`config.mk`:
```
export PLATFORM = sky130hd
export DESIGN_NAME = input_port_fifo_xy
export DESIGN_NICKNAME = d
export VERILOG_FILES = /design/src/rtl/input_port_fifo_xy.sv
export SDC_FILE = /design/constraint.sdc
export NUM_CORES = 1
export LEC_CHECK = 0
export CAP_MARGIN = 40
export CORE_UTILIZATION = 40
export DETAILED_ROUTE_END_ITERATION = 16
export PLACE_DENSITY = 0.72
export SLEW_MARGIN = 20
export SYNTH_ARGS = -nofsm -noshare
export SYNTH_HDL_FRONTEND = slang
export SYNTH_SLANG_ARGS = --single-unit
```
`constraint.sdc`:
```
create_clock -name clk -period 2.5 [get_ports clk]
set_input_delay 0.625 -clock clk [delete_from_list [all_inputs] [get_ports clk]]
set_output_delay 0.625 -clock clk [all_outputs]
set_load 0.01 [all_outputs]
```
`src/rtl/input_port_fifo_xy.sv`:
```
// Mesh router input port: RTS/CTS receive link, flit FIFO and XY route request.
// One request line is held high from header routing until the tail flit pops.
module input_port_fifo_xy #(
    parameter int DATA_WIDTH = 32,
    parameter int DEPTH      = 4,
    parameter int COORD_W    = 2,
    parameter int CUR_X      = 0,
    parameter int CUR_Y      = 0
) (
    input  logic                  clk,
    input  logic                  rst,
    input  logic                  DRTS,
    input  logic [DATA_WIDTH-1:0] RX,
    output logic                  CTS,
    input  logic                  read_en,
    output logic [DATA_WIDTH-1:0] flit_out,
    output logic                  empty,
    output logic                  Req_N,
    output logic                  Req_E,
    output logic                  Req_W,
    output logic                  Req_S,
    output logic                  Req_L,
    output logic                  err_flit
);

    localparam int PW = $clog2(DEPTH);
    localparam int CW = $clog2(DEPTH + 1);

    localparam logic [COORD_W-1:0] CX = COORD_W'(CUR_X);
    localparam logic [COORD_W-1:0] CY = COORD_W'(CUR_Y);

    localparam logic [4:0] R_N = 5'b10000;
    localparam logic [4:0] R_E = 5'b01000;
    localparam logic [4:0] R_W = 5'b00100;
    localparam logic [4:0] R_S = 5'b00010;
    localparam logic [4:0] R_L = 5'b00001;

    typedef enum logic {IDLE, ROUTE} state_t;

    logic [DATA_WIDTH-1:0] mem [DEPTH];
    logic [PW-1:0]         wr_ptr;
    logic [PW-1:0]         rd_ptr;
    logic [CW-1:0]         count;
    logic                  cts_q;
    state_t                state;
    state_t                state_d;
    logic [4:0]            req_q;
    logic [4:0]            req_d;
    logic                  err_q;
    logic                  err_d;

    logic [DATA_WIDTH-1:0] head;
    logic [2:0]            ftype;
    logic                  is_hdr;
    logic                  is_tail;
    logic [COORD_W-1:0]    dst_x;
    logic [COORD_W-1:0]    dst_y;
    logic [4:0]            route;
    logic                  full;
    logic                  empty_w;
    logic                  write;
    logic                  drop;
    logic                  pop;

    assign head    = mem[rd_ptr];
    assign ftype   = head[DATA_WIDTH-1 -: 3];
    assign is_hdr  = (ftype == 3'b001);
    assign is_tail = (ftype == 3'b100);
    assign dst_x   = head[COORD_W-1:0];
    assign dst_y   = head[2*COORD_W-1:COORD_W];

    assign full    = (count == CW'(DEPTH));
    assign empty_w = (count == '0);
    // ~cts_q keeps a flit held across its acknowledge cycle from being written twice
    assign write   = DRTS & ~cts_q & ~full;
    assign drop    = (state == IDLE) & ~empty_w & ~is_hdr;
    assign pop     = ~empty_w & (read_en | drop);

    always_comb begin
        route = R_L;
        if (dst_x > CX)
            route = R_E;
        else if (dst_x < CX)
            route = R_W;
        else if (dst_y > CY)
            route = R_S;
        else if (dst_y < CY)
            route = R_N;
    end

    always_comb begin
        state_d = state;
        req_d   = req_q;
        err_d   = 1'b0;
        unique case (state)
            IDLE: begin
                if (!empty_w) begin
                    if (is_hdr) begin
                        req_d   = route;
                        state_d = ROUTE;
                    end else begin
                        err_d = 1'b1;
                    end
                end
            end
            ROUTE: begin
                if (pop && is_tail) begin
                    req_d   = '0;
                    state_d = IDLE;
                end
            end
            default: state_d = IDLE;
        endcase
    end

    always_ff @(posedge clk) begin
        if (write)
            mem[wr_ptr] <= RX;
    end

    always_ff @(posedge clk) begin
        if (rst) begin
            wr_ptr <= '0;
            rd_ptr <= '0;
            count  <= '0;
            cts_q  <= 1'b0;
            state  <= IDLE;
            req_q  <= '0;
            err_q  <= 1'b0;
        end else begin
            cts_q <= write;
            state <= state_d;
            req_q <= req_d;
            err_q <= err_d;
            if (write)
                wr_ptr <= wr_ptr + PW'(1);
            if (pop)
                rd_ptr <= rd_ptr + PW'(1);
            case ({write, pop})
                2'b10:   count <= count + CW'(1);
                2'b01:   count <= count - CW'(1);
                default: count <= count;
            endcase
        end
    end

    assign CTS      = cts_q;
    assign flit_out = head;
    assign empty    = empty_w;
    assign Req_N    = req_q[4];
    assign Req_E    = req_q[3];
    assign Req_W    = req_q[2];
    assign Req_S    = req_q[1];
    assign Req_L    = req_q[0];
    assign err_flit = err_q;

endmodule

```
==> results.yml, run 1 <==
synth:
  synth.avg_cell_area_sq_um: 21.0
  syn_area_sq_um: 5410
  ys_types: 36
  ys_warn_count: 0
  ys_seq_area_share_pct: 76.5
  ys_seq_elements: 143
  syn-instance-count: 258
placed_design:
  place_area_sq_um: 6560
  io_buffers: 73
  gp_congestion: 0.772
  dp.cells: 518
  dpl.hpwl_microns: 6260
floorplan:
  pin_count: 76
  chipWidth_microns: 118
  die-area_sq_um: 14000
  coreArea_sq_um: 13200
  die_h_microns: 118
  start_util_pct: 40.9
  num_rows: 42
drt:
  vias_per_cell: 4.96
  via_count: 2773
  remaining_drc_errors: 0
  final_antenna_net_count: 0
  drt_first_iter_violations: 141
  finalWirelength_microns: 9900
  wl_per_cell_microns: 17.7
  drtPass1Iterations: 4
cts:
  cts_root_buffer: "clkbuf_16"
  htreeDepth: 4
  clk_latency_ns: 0.41
  cts_tree: "done"
  ctsLongestPathBuffers: 2
  path_clk_slew_ns: 0.06
  clock_sinks: 143
  holdBufCountCts: 0
  cts_made_buffers: 17
critical_path:
  critPathTopFamily: "simple AND/OR/NAND/NOR gates"
  critPathArrivalTime_ns: 2.84
  cp_data_required_time_ns: 2.84
  path_buf_inv: 1
  cp_slowest_stage_delay_ns: 0.53
  path_max_fanout: 5
  critPathKind: "reg -> reg"
  path_cells: "mux4_2 > nor4b_4 > nor2_2 > ha_2 > inv_2 > fa_2 > xor2_1 > or3_1 > a21oi_1"
  endpoint_kind: "flop"
  slowest_stage: "mux4_2"
  start_kind: "flop"
power:
  p_clk_share_pct: 28.8
  comb_power_share_pct: 33.5
  internal_power_mw: 5.72
  switchingPower_mw: 2.22
  peakVddDrop_v: 0.000604
  p_sw_share_pct: 27.9
  p_leak_nw: 2.46
  powerDensity_nw_per_um2: 1100
  seq_power_share_pct: 37.6
timing:
  rsz0062_at_grt: "true"
  fmax_ghz: 0.399
  tightest_slew_ns: 0.502
  max-slew-margin-rel_pct: 66.5
  fin_skew_ns: 0.00908
  finalCriticalPeriod_ns: 2.51
  post-route-period-util_pct: 100
  finalSetupViolCount: 1
  hold_violations: 0
  finalMaxSlewViolations: 0
  final.setup.worst_slack_ns: -0.00806
final_layout:
  mostFrequentLayoutCell: "edfxtp_1"
  antenna_cells: 0
  design_area_sq_um: 7190
  final_cell_mix: "edfxtp_1 (128), clkdlybuf4s50_1 (40), mux4_2 (32), clkbuf_16 (17), clkbuf_2 (16)"
  syn_to_final_growth_pct: 32.8
  final_util_pct: 54.3
  fin_cells: 559
  finalNetCount: 412
  fillCellCount: 1072
  drive_above_1_share_pct: 36.6
grt:
  grt_use_total_pct: 16.0
  grt_pass1_wl_microns: 16000
  antenna_found_initial: 0
  grt_pass1_vias: 3050
  grt_overflow: 0
  grt_max_degree: 25
hold_path:
  hold_class: "reg -> reg"
run:
  max_cap_violations: 0
outcome:
  status: "complete, but fails checks"
  violations: "setup timing"
[metal layers]
layer	track usage (%)	wire (microns)	up-vias
met5	0	0	-
met1	18.7	4060	1428
met2	26.6	5200	63
met4	6.73	166	0
met3	5.65	481	12
li1	-	-	1270
[power groups by stage]
stage	Sequential [mW]	Combinational, mW	Clock, mW
3_3_place_gp	3.01	2.52	0
2_1_floorplan	2.99	1.37	0
4_1_cts	3.00	2.63	2.35
6_report	2.99	2.66	2.29
3_5_place_dp	3.03	2.54	0
5_1_grt	3.01	2.88	2.44
[flip-flops by register name, summed over array words and instances (netlist names), named ones only]
| name | count |
|---|---|
| count | 3 |
| rd_ptr | 2 |
| mem | 128 |
| wr_ptr | 2 |
| CTS | 1 |
| state | 1 |
| req_q | 3 |
| err_flit | 1 |
[final timing paths]
| check | from | to | slack [ns] | cells after the start |
|---|---|---|---|---|
| max | flop | count[2]$_SDFFE_PP0P_ | -0.008 | 9 |
| min | req_q[0]$_SDFFE_PP0P_ | req_q[0]$_SDFFE_PP0P_ | 0.46 | 2 |
| max reg2reg | flop | count[2]$_SDFFE_PP0P_ | -0.008 | 9 |
| min reg2reg | req_q[0]$_SDFFE_PP0P_ | req_q[0]$_SDFFE_PP0P_ | 0.46 | 2 |
[logic make-up (layout without fill, tap and decap cells)]
family	Yosys count	after routing	synth area share, %
DFF	143	143	76.5
muxes	38	38	14.5
and+or+nand+nor	36	36	3.63
buffers and inverters	20	144	1.73
AOI/OAI and AO/OA	11	11	1.53
adders and majority gates	6	6	1.53
xor gates and xnor gates	3	3	0.485
other	1	2	0.0693
[what timing repair did]
action	4_1_cts	5_1_grt
setup buffers	3	3
resized for setup	88	38
pin swaps	1	4
setup endpoints to repair	34	20
gates cloned	3	0
[cell usage after synthesis, drive strengths merged]
master / count / area (sq um)
edfxtp: 128 / 3840
mux4: 32 / 721
dfxtp: 15 / 300
nor2: 15 / 56.3
inv: 10 / 37.5
buf: 7 / 45.0
ha: 5 / 62.6
nand2: 5 / 18.8
and2: 4 / 25.0
a21oi: 3 / 26.3
clkbuf: 3 / 11.3
mux2: 3 / 33.8
mux2i: 3 / 30.0
o21ai: 3 / 15.0
nand3: 2 / 10.0
nor2b: 2 / 12.5
or3: 2 / 12.5
xor2: 2 / 17.5
a311oi: 1 / 8.76
a31oi: 1 / 6.26
conb: 1 / 3.75
fa: 1 / 20.0
nand3b: 1 / 7.51
nand4b: 1 / 8.76
nor3b: 1 / 12.5
nor4b: 1 / 15.0
o211a: 1 / 10.0
o2bb2ai: 1 / 8.76
o31ai: 1 / 7.51
or2: 1 / 6.26
or3b: 1 / 11.3
xnor2: 1 / 8.76
[layout make-up]
class / instances / area (sq um) / share of cell area, %
clock buffers: 17 / 425 / 5.92
clock inverters: 15 / 120 / 1.67
inverters: 10 / 37.5 / 0.522
multi-input cells: 96 / 1210 / 16.8
flip-flops and latches: 143 / 4150 / 57.7
well taps: 176 / 220 / 3.06
repair buffers: 102 / 1030 / 14.3
[metrics by stage]
| step | setup slack, ns | setup TNS, ns | hold WS (ns) | power, mW |
|---|---|---|---|---|
| 2_1_floorplan | -0.0404 | -0.0404 | 0.471 | 4.37 |
| 3_3_place_gp | -0.137 | -0.139 | 0.446 | 5.53 |
| 3_5_place_dp | -0.232 | -0.285 | 0.451 | 5.57 |
| 4_1_cts | -0.110 | -0.755 | 0.460 | 7.98 |
| 5_1_grt | -0.106 | -0.494 | 0.509 | 8.33 |
| 6_report | -0.00806 | -0.00806 | 0.459 | 7.94 |
[worst register-to-register path, cell delays in order, from the launching register on]
cell	delay, ns
dfxtp_4	0.39
mux4_2	0.53
nor4b_4	0.15
nor2_2	0.12
ha_2	0.21
inv_2	0.04
fa_2	0.33
xor2_1	0.15
or3_1	0.35
a21oi_1	0.16
(Power assumes the default switching activity.)
==> run 2: changes to the inputs <==
--- a/config.mk
+++ b/config.mk
@@ -8,7 +8,7 @@
 export CAP_MARGIN = 40
 export CORE_UTILIZATION = 40
 export DETAILED_ROUTE_END_ITERATION = 16
-export PLACE_DENSITY = 0.72
+export PLACE_DENSITY = 0.67
 export SLEW_MARGIN = 20
 export SYNTH_ARGS = -nofsm -noshare
 export SYNTH_HDL_FRONTEND = slang
==> run 2 against run 1 <==
The flow still finishes with violations (setup timing). Global-route usage down 0.69 points. Hold slack got worse by 0.0047 ns. Maximum frequency fell by 0.15%. Critical endpoint is now flit_out[21]. Largest cell class unchanged.
==> results.yml, run 2 (synthesis gave the netlist of run 1 again) <==
final_layout:
  drive_above_1_share_pct: 36.1
  fillCellCount: 1076
  design_area_sq_um: 7310
  fin_cells: 561
  regMostFlops: "mem"
  final_cell_mix: "edfxtp_1 (128), clkdlybuf4s50_1 (41), mux4_2 (32), clkbuf_16 (17), buf_4 (17)"
  finalNetCount: 414
  largest_register_ffs: 128
  antenna_cells: 0
  syn_to_final_growth_pct: 35.0
  top_regs: "mem: 128 flops, count: 3 flops, req_q: 3 flops"
  final_util_pct: 55.2
  mostFrequentLayoutCell: "edfxtp_1"
grt:
  grt_pass1_vias: 2883
  grt_overflow: 0
  grt_use_total_pct: 15.3
  antenna_found_initial: 0
  grt_pass1_wl_microns: 15600
  grt_max_degree: 22
critical_path:
  cp_data_required_time_ns: 1.88
  path_max_fanout: 7
  endpoint_kind: "output pin"
  start_kind: "flop"
  critPathKind: "reg -> out"
  critPathArrivalTime_ns: 1.89
  rrSetupSlack_ns: 0
floorplan:
  die-area_sq_um: 14000
  chipWidth_microns: 118
  pin_count: 76
  start_util_pct: 40.9
  num_rows: 42
  coreArea_sq_um: 13200
  die_h_microns: 118
run:
  max_cap_violations: 0
drt:
  final_antenna_net_count: 0
  wl_per_cell_microns: 17.5
  via_count: 2739
  drtPass1Iterations: 4
  vias_per_cell: 4.88
  finalWirelength_microns: 9800
  remaining_drc_errors: 0
  drt_first_iter_violations: 108
hold_path:
  hold_class: "reg -> reg"
timing:
  fin_skew_ns: 0.00531
  finalMaxSlewViolations: 0
  hold_violations: 0
  finalCriticalPeriod_ns: 2.51
  post-route-period-util_pct: 100
  tns_ns: -0.0215
  hold_ws_ns: 0.455
  finalSetupViolCount: 3
  rsz0062_at_grt: "true"
  fmax_ghz: 0.398
  final.setup.worst_slack_ns: -0.0119
power:
  p_sw_share_pct: 26.8
  internal_power_mw: 6.13
  peakVddDrop_v: 0.000651
  seq_power_share_pct: 35.7
  comb_power_share_pct: 31.3
  power.total_mw: 8.37
  switchingPower_mw: 2.24
  p_clk_share_pct: 33.0
  powerDensity_nw_per_um2: 1150
  p_leak_nw: 2.51
placed_design:
  dpl.hpwl_microns: 5990
  gp_congestion: 0.780
  place_area_sq_um: 6540
  io_buffers: 73
  dp.cells: 518
  pre_cts_ws_ns: -0.171
cts:
  htreeDepth: 4
  cts_made_buffers: 17
  cts_tree: "done"
  cts_root_buffer: "clkbuf_16"
  holdBufCountCts: 0
  path_clk_slew_ns: 0.06
  clk_latency_ns: 0.42
  ctsLongestPathBuffers: 2
  clock_sinks: 143
outcome:
  violations: "setup timing"
  status: "complete, but fails checks"
run 2: cell count changes in the layout (fill, tap and decap cells not counted), moves of 3 or more:
cell	change
clkbuf_2	-6
dlygate4sd2_1	+5
bufinv_16	+4
clkinv_1	-3
clkinv_2	-3
run 2: per-layer routing:
layer,vias up,track usage [%],share of wire (%)
met4,0,6.09,1.8
met3,15,5.12,5.0
met5,-,0,0
li1,1267,-,-
met1,1385,18.6,43
met2,72,25.0,51
run 2: cell type report:
class	instances	area [sq um]	area share (%)
Clock inverter	15	233	3.18
Multi-Input combinational cell	96	1210	16.6
Sequential cell	143	4150	56.8
Inverter	10	37.5	0.514
Clock buffer	17	425	5.82
Tap cell	176	220	3.01
Timing Repair Buffer	104	1030	14.1
run 2: power groups by stage:
stage / Sequential, mW / Clock [mW] / Combinational [mW]
after floorplan: 2.99 / 0 / 1.37
after global placement: 3.01 / 0 / 2.47
after detailed placement: 3.03 / 0 / 2.49
after CTS: 2.99 / 2.82 / 2.55
after global routing: 3.01 / 2.90 / 2.83
final: 2.99 / 2.76 / 2.62
run 2: final timing paths:
| check | from | end | cells past startpoint |
|---|---|---|---|
| worst min register to register | req_q[0]$_SDFFE_PP0P_ | req_q[0]$_SDFFE_PP0P_ | 2 |
| worst min-delay path | req_q[0]$_SDFFE_PP0P_ | req_q[0]$_SDFFE_PP0P_ | 2 |
| worst max register to register | flop | count[2]$_SDFFE_PP0P_ | 10 |
| worst max-delay path | flop | flit_out[21] | 3 |
run 2: repair_timing:
action | in CTS | in global routing
buffers inserted | 9 | 1
pin swaps | 3 | 3
setup endpoints to repair | 33 | 21
gates resized for setup | 82 | 35
cloned | 1 | 0
run 2: worst max-delay path: stages, from the launching register on:
cell and delay, ns:
dfxtp_4 0.39, bufbuf_16 0.29, mux4_2 0.50, dlygate4sd2_1 0.30
==> run 3: changes to the inputs <==
--- a/config.mk
+++ b/config.mk
@@ -8,7 +8,7 @@
 export CAP_MARGIN = 40
 export CORE_UTILIZATION = 40
 export DETAILED_ROUTE_END_ITERATION = 16
-export PLACE_DENSITY = 0.67
+export PLACE_DENSITY_LB_ADDON = 0.3
 export SLEW_MARGIN = 20
 export SYNTH_ARGS = -nofsm -noshare
 export SYNTH_HDL_FRONTEND = slang
==> run 3 against run 2 <==
Core utilization is 0.74 points lower. Highest routed layer unchanged. Critical endpoint is now count[2]$_SDFFE_PP0P_. Critical path type is now reg -> reg. Combinational power is 3% lower. Sequential power hardly changed. The flow still finishes with violations (setup timing). Maximum frequency is 0.78% lower. Sequential share of layout area is 0.77 points higher.
==> results.yml, run 3 (synthesis gave the netlist of run 1 again) <==
outcome:
  status: "complete, but fails checks"
  violations: "setup timing"
timing:
  finalSetupViolCount: 3
  finalCriticalPeriod_ns: 2.53
  max-slew-margin-rel_pct: 62.8
  hold_violations: 0
  rsz0062_at_grt: "true"
  fin_skew_ns: 0.00693
  post-route-period-util_pct: 101
  finalMaxSlewViolations: 0
  hold_ws_ns: 0.456
  final.setup.worst_slack_ns: -0.0315
  fmax_ghz: 0.395
  tightest_slew_ns: 0.557
critical_path:
  cp_data_required_time_ns: 2.83
  path_cells: "buf_4 > mux4_2 > nor4b_4 > nor2_2 > ha_2 > inv_2 > fa_2 > xor2_1 > or3_1 > a21oi_2"
  path_max_fanout: 5
  path_buf_inv: 2
  endpoint_kind: "flop"
  critPathTopFamily: "simple AND/OR/NAND/NOR gates"
  start_kind: "flop"
  rrSetupSlack_ns: -0.03
  slowest_stage: "mux4_2"
  critPathKind: "reg -> reg"
  cp_slowest_stage_delay_ns: 0.52
  ff2ff_path_depth: 10
  critPathArrivalTime_ns: 2.87
  r2r_end: "count[2]$_SDFFE_PP0P_"
power:
  seq_power_share_pct: 37.9
  p_sw_share_pct: 27.3
  comb_power_share_pct: 32.4
  internal_power_mw: 5.73
  p_clk_share_pct: 29.7
  power.total_mw: 7.88
  switchingPower_mw: 2.15
  powerDensity_nw_per_um2: 1090
  p_leak_nw: 2.45
  peakVddDrop_v: 0.000615
final_layout:
  fin_cells: 562
  regMostFlops: "mem"
  fillCellCount: 1094
  final_cell_mix: "edfxtp_1 (128), clkdlybuf4s50_1 (41), mux4_2 (32), buf_4 (19), clkbuf_16 (17)"
  seq_area_sq_um: 4150
  mostFrequentLayoutCell: "edfxtp_1"
  top_regs: "mem: 128 flops, count: 3 flops, req_q: 3 flops"
  largest_register_ffs: 128
  multi_input_area_sq_um: 1210
  antenna_cells: 0
  syn_to_final_growth_pct: 33.2
  drive_above_1_share_pct: 32.9
  finalNetCount: 416
drt:
  vias_per_cell: 4.95
  final_antenna_net_count: 0
  finalWirelength_microns: 9940
  via_count: 2780
  remaining_drc_errors: 0
  wl_per_cell_microns: 17.7
  drt_first_iter_violations: 98
  drtPass1Iterations: 4
run:
  max_cap_violations: 0
grt:
  grt_use_total_pct: 15.7
  busiest_layer: "met2"
  grt_pass1_wl_microns: 16000
  grt.met2_usage_pct: 24.7
  grt.met3_usage_pct: 5.02
  grtUsageMet1_pct: 20.4
  grt_max_degree: 23
  antenna_found_initial: 0
  grt_pass1_vias: 3005
  grt_overflow: 0
floorplan:
  die_h_microns: 118
  chipWidth_microns: 118
  start_util_pct: 40.9
  num_rows: 42
  die-area_sq_um: 14000
  pin_count: 76
  coreArea_sq_um: 13200
cts:
  clk_latency_ns: 0.41
  cts_tree: "done"
  clock_sinks: 143
  ctsLongestPathBuffers: 2
  cts_made_buffers: 17
  htreeDepth: 4
  path_clk_slew_ns: 0.06
  holdBufCountCts: 0
  cts_root_buffer: "clkbuf_16"
placed_design:
  pre_cts_ws_ns: -0.145
  dp.cells: 520
  gp_congestion: 0.802
  io_buffers: 73
  dpl.hpwl_microns: 6260
hold_path:
  min_to: "req_q[0]$_SDFFE_PP0P_"
  hold_class: "reg -> reg"
  hold_start: "req_q[0]$_SDFFE_PP0P_"
  hold_depth: 2
-- run 3: power by group through the flow --
| stage | sequential, mW | combinational, mW | clock (mW) |
|---|---|---|---|
| finish | 2.99 | 2.55 | 2.34 |
| global route | 3.01 | 2.77 | 2.48 |
| CTS | 3.00 | 2.56 | 2.40 |
| detailed placement | 3.03 | 2.50 | 0 |
| global placement | 3.01 | 2.50 | 0 |
| floorplan | 2.99 | 1.37 | 0 |
-- run 3: per-stage QoR --
step | area (sq um) | setup TNS [ns] | utilization [%]
6_report | 7210 | -0.0652 | 54.4
5_1_grt | 7210 | -0.904 | 54.4
4_1_cts | 7190 | -1.13 | 54.3
3_5_place_dp | 6570 | -0.194 | 49.6
3_3_place_gp | 6570 | -0.0953 | 49.6
2_1_floorplan | 5430 | -0.0404 | -
-- run 3: what timing repair did --
item	in CTS	in global routing
buffers inserted	7	6
pin swaps	1	2
setup endpoints to repair	34	24
resized for setup	76	25
cloned	1	0
-- run 3: worst max-delay path by stage --
stage,start,endpoint,depth (start not counted)
2_1_floorplan,flop,count[2]$_SDFFE_PP0P_,10
3_3_place_gp,read_en,count[2]$_SDFFE_PP0P_,9
3_5_place_dp,read_en,count[2]$_SDFFE_PP0P_,9
4_1_cts,flop,count[2]$_SDFFE_PP0P_,12
5_1_grt,flop,count[2]$_SDFFE_PP0P_,10
6_report,flop,count[2]$_SDFFE_PP0P_,10
-- run 3: worst register-to-register path: stages (launching register included) --
cell and delay (ns):
dfxtp_4 0.40, buf_4 0.13, mux4_2 0.52, nor4b_4 0.15
nor2_2 0.11, ha_2 0.20, inv_2 0.04, fa_2 0.33
xor2_1 0.15, or3_1 0.32, a21oi_2 0.11
-- run 3: cell type report --
cell class,count,share of cell area (%)
Clock inverter,14,1.74
Timing Repair Buffer,106,14.4
Sequential cell,143,57.5
Clock buffer,17,5.90
Tap cell,176,3.05
Multi-Input combinational cell,96,16.8
Inverter,10,0.521
-- run 3: metal layers --
metal / part of all wire, % / vias to the layer above
li1: - / 1271
met1: 45 / 1422
met2: 49 / 75
met3: 4.7 / 12
met4: 1.4 / 0
met5: 0 / -
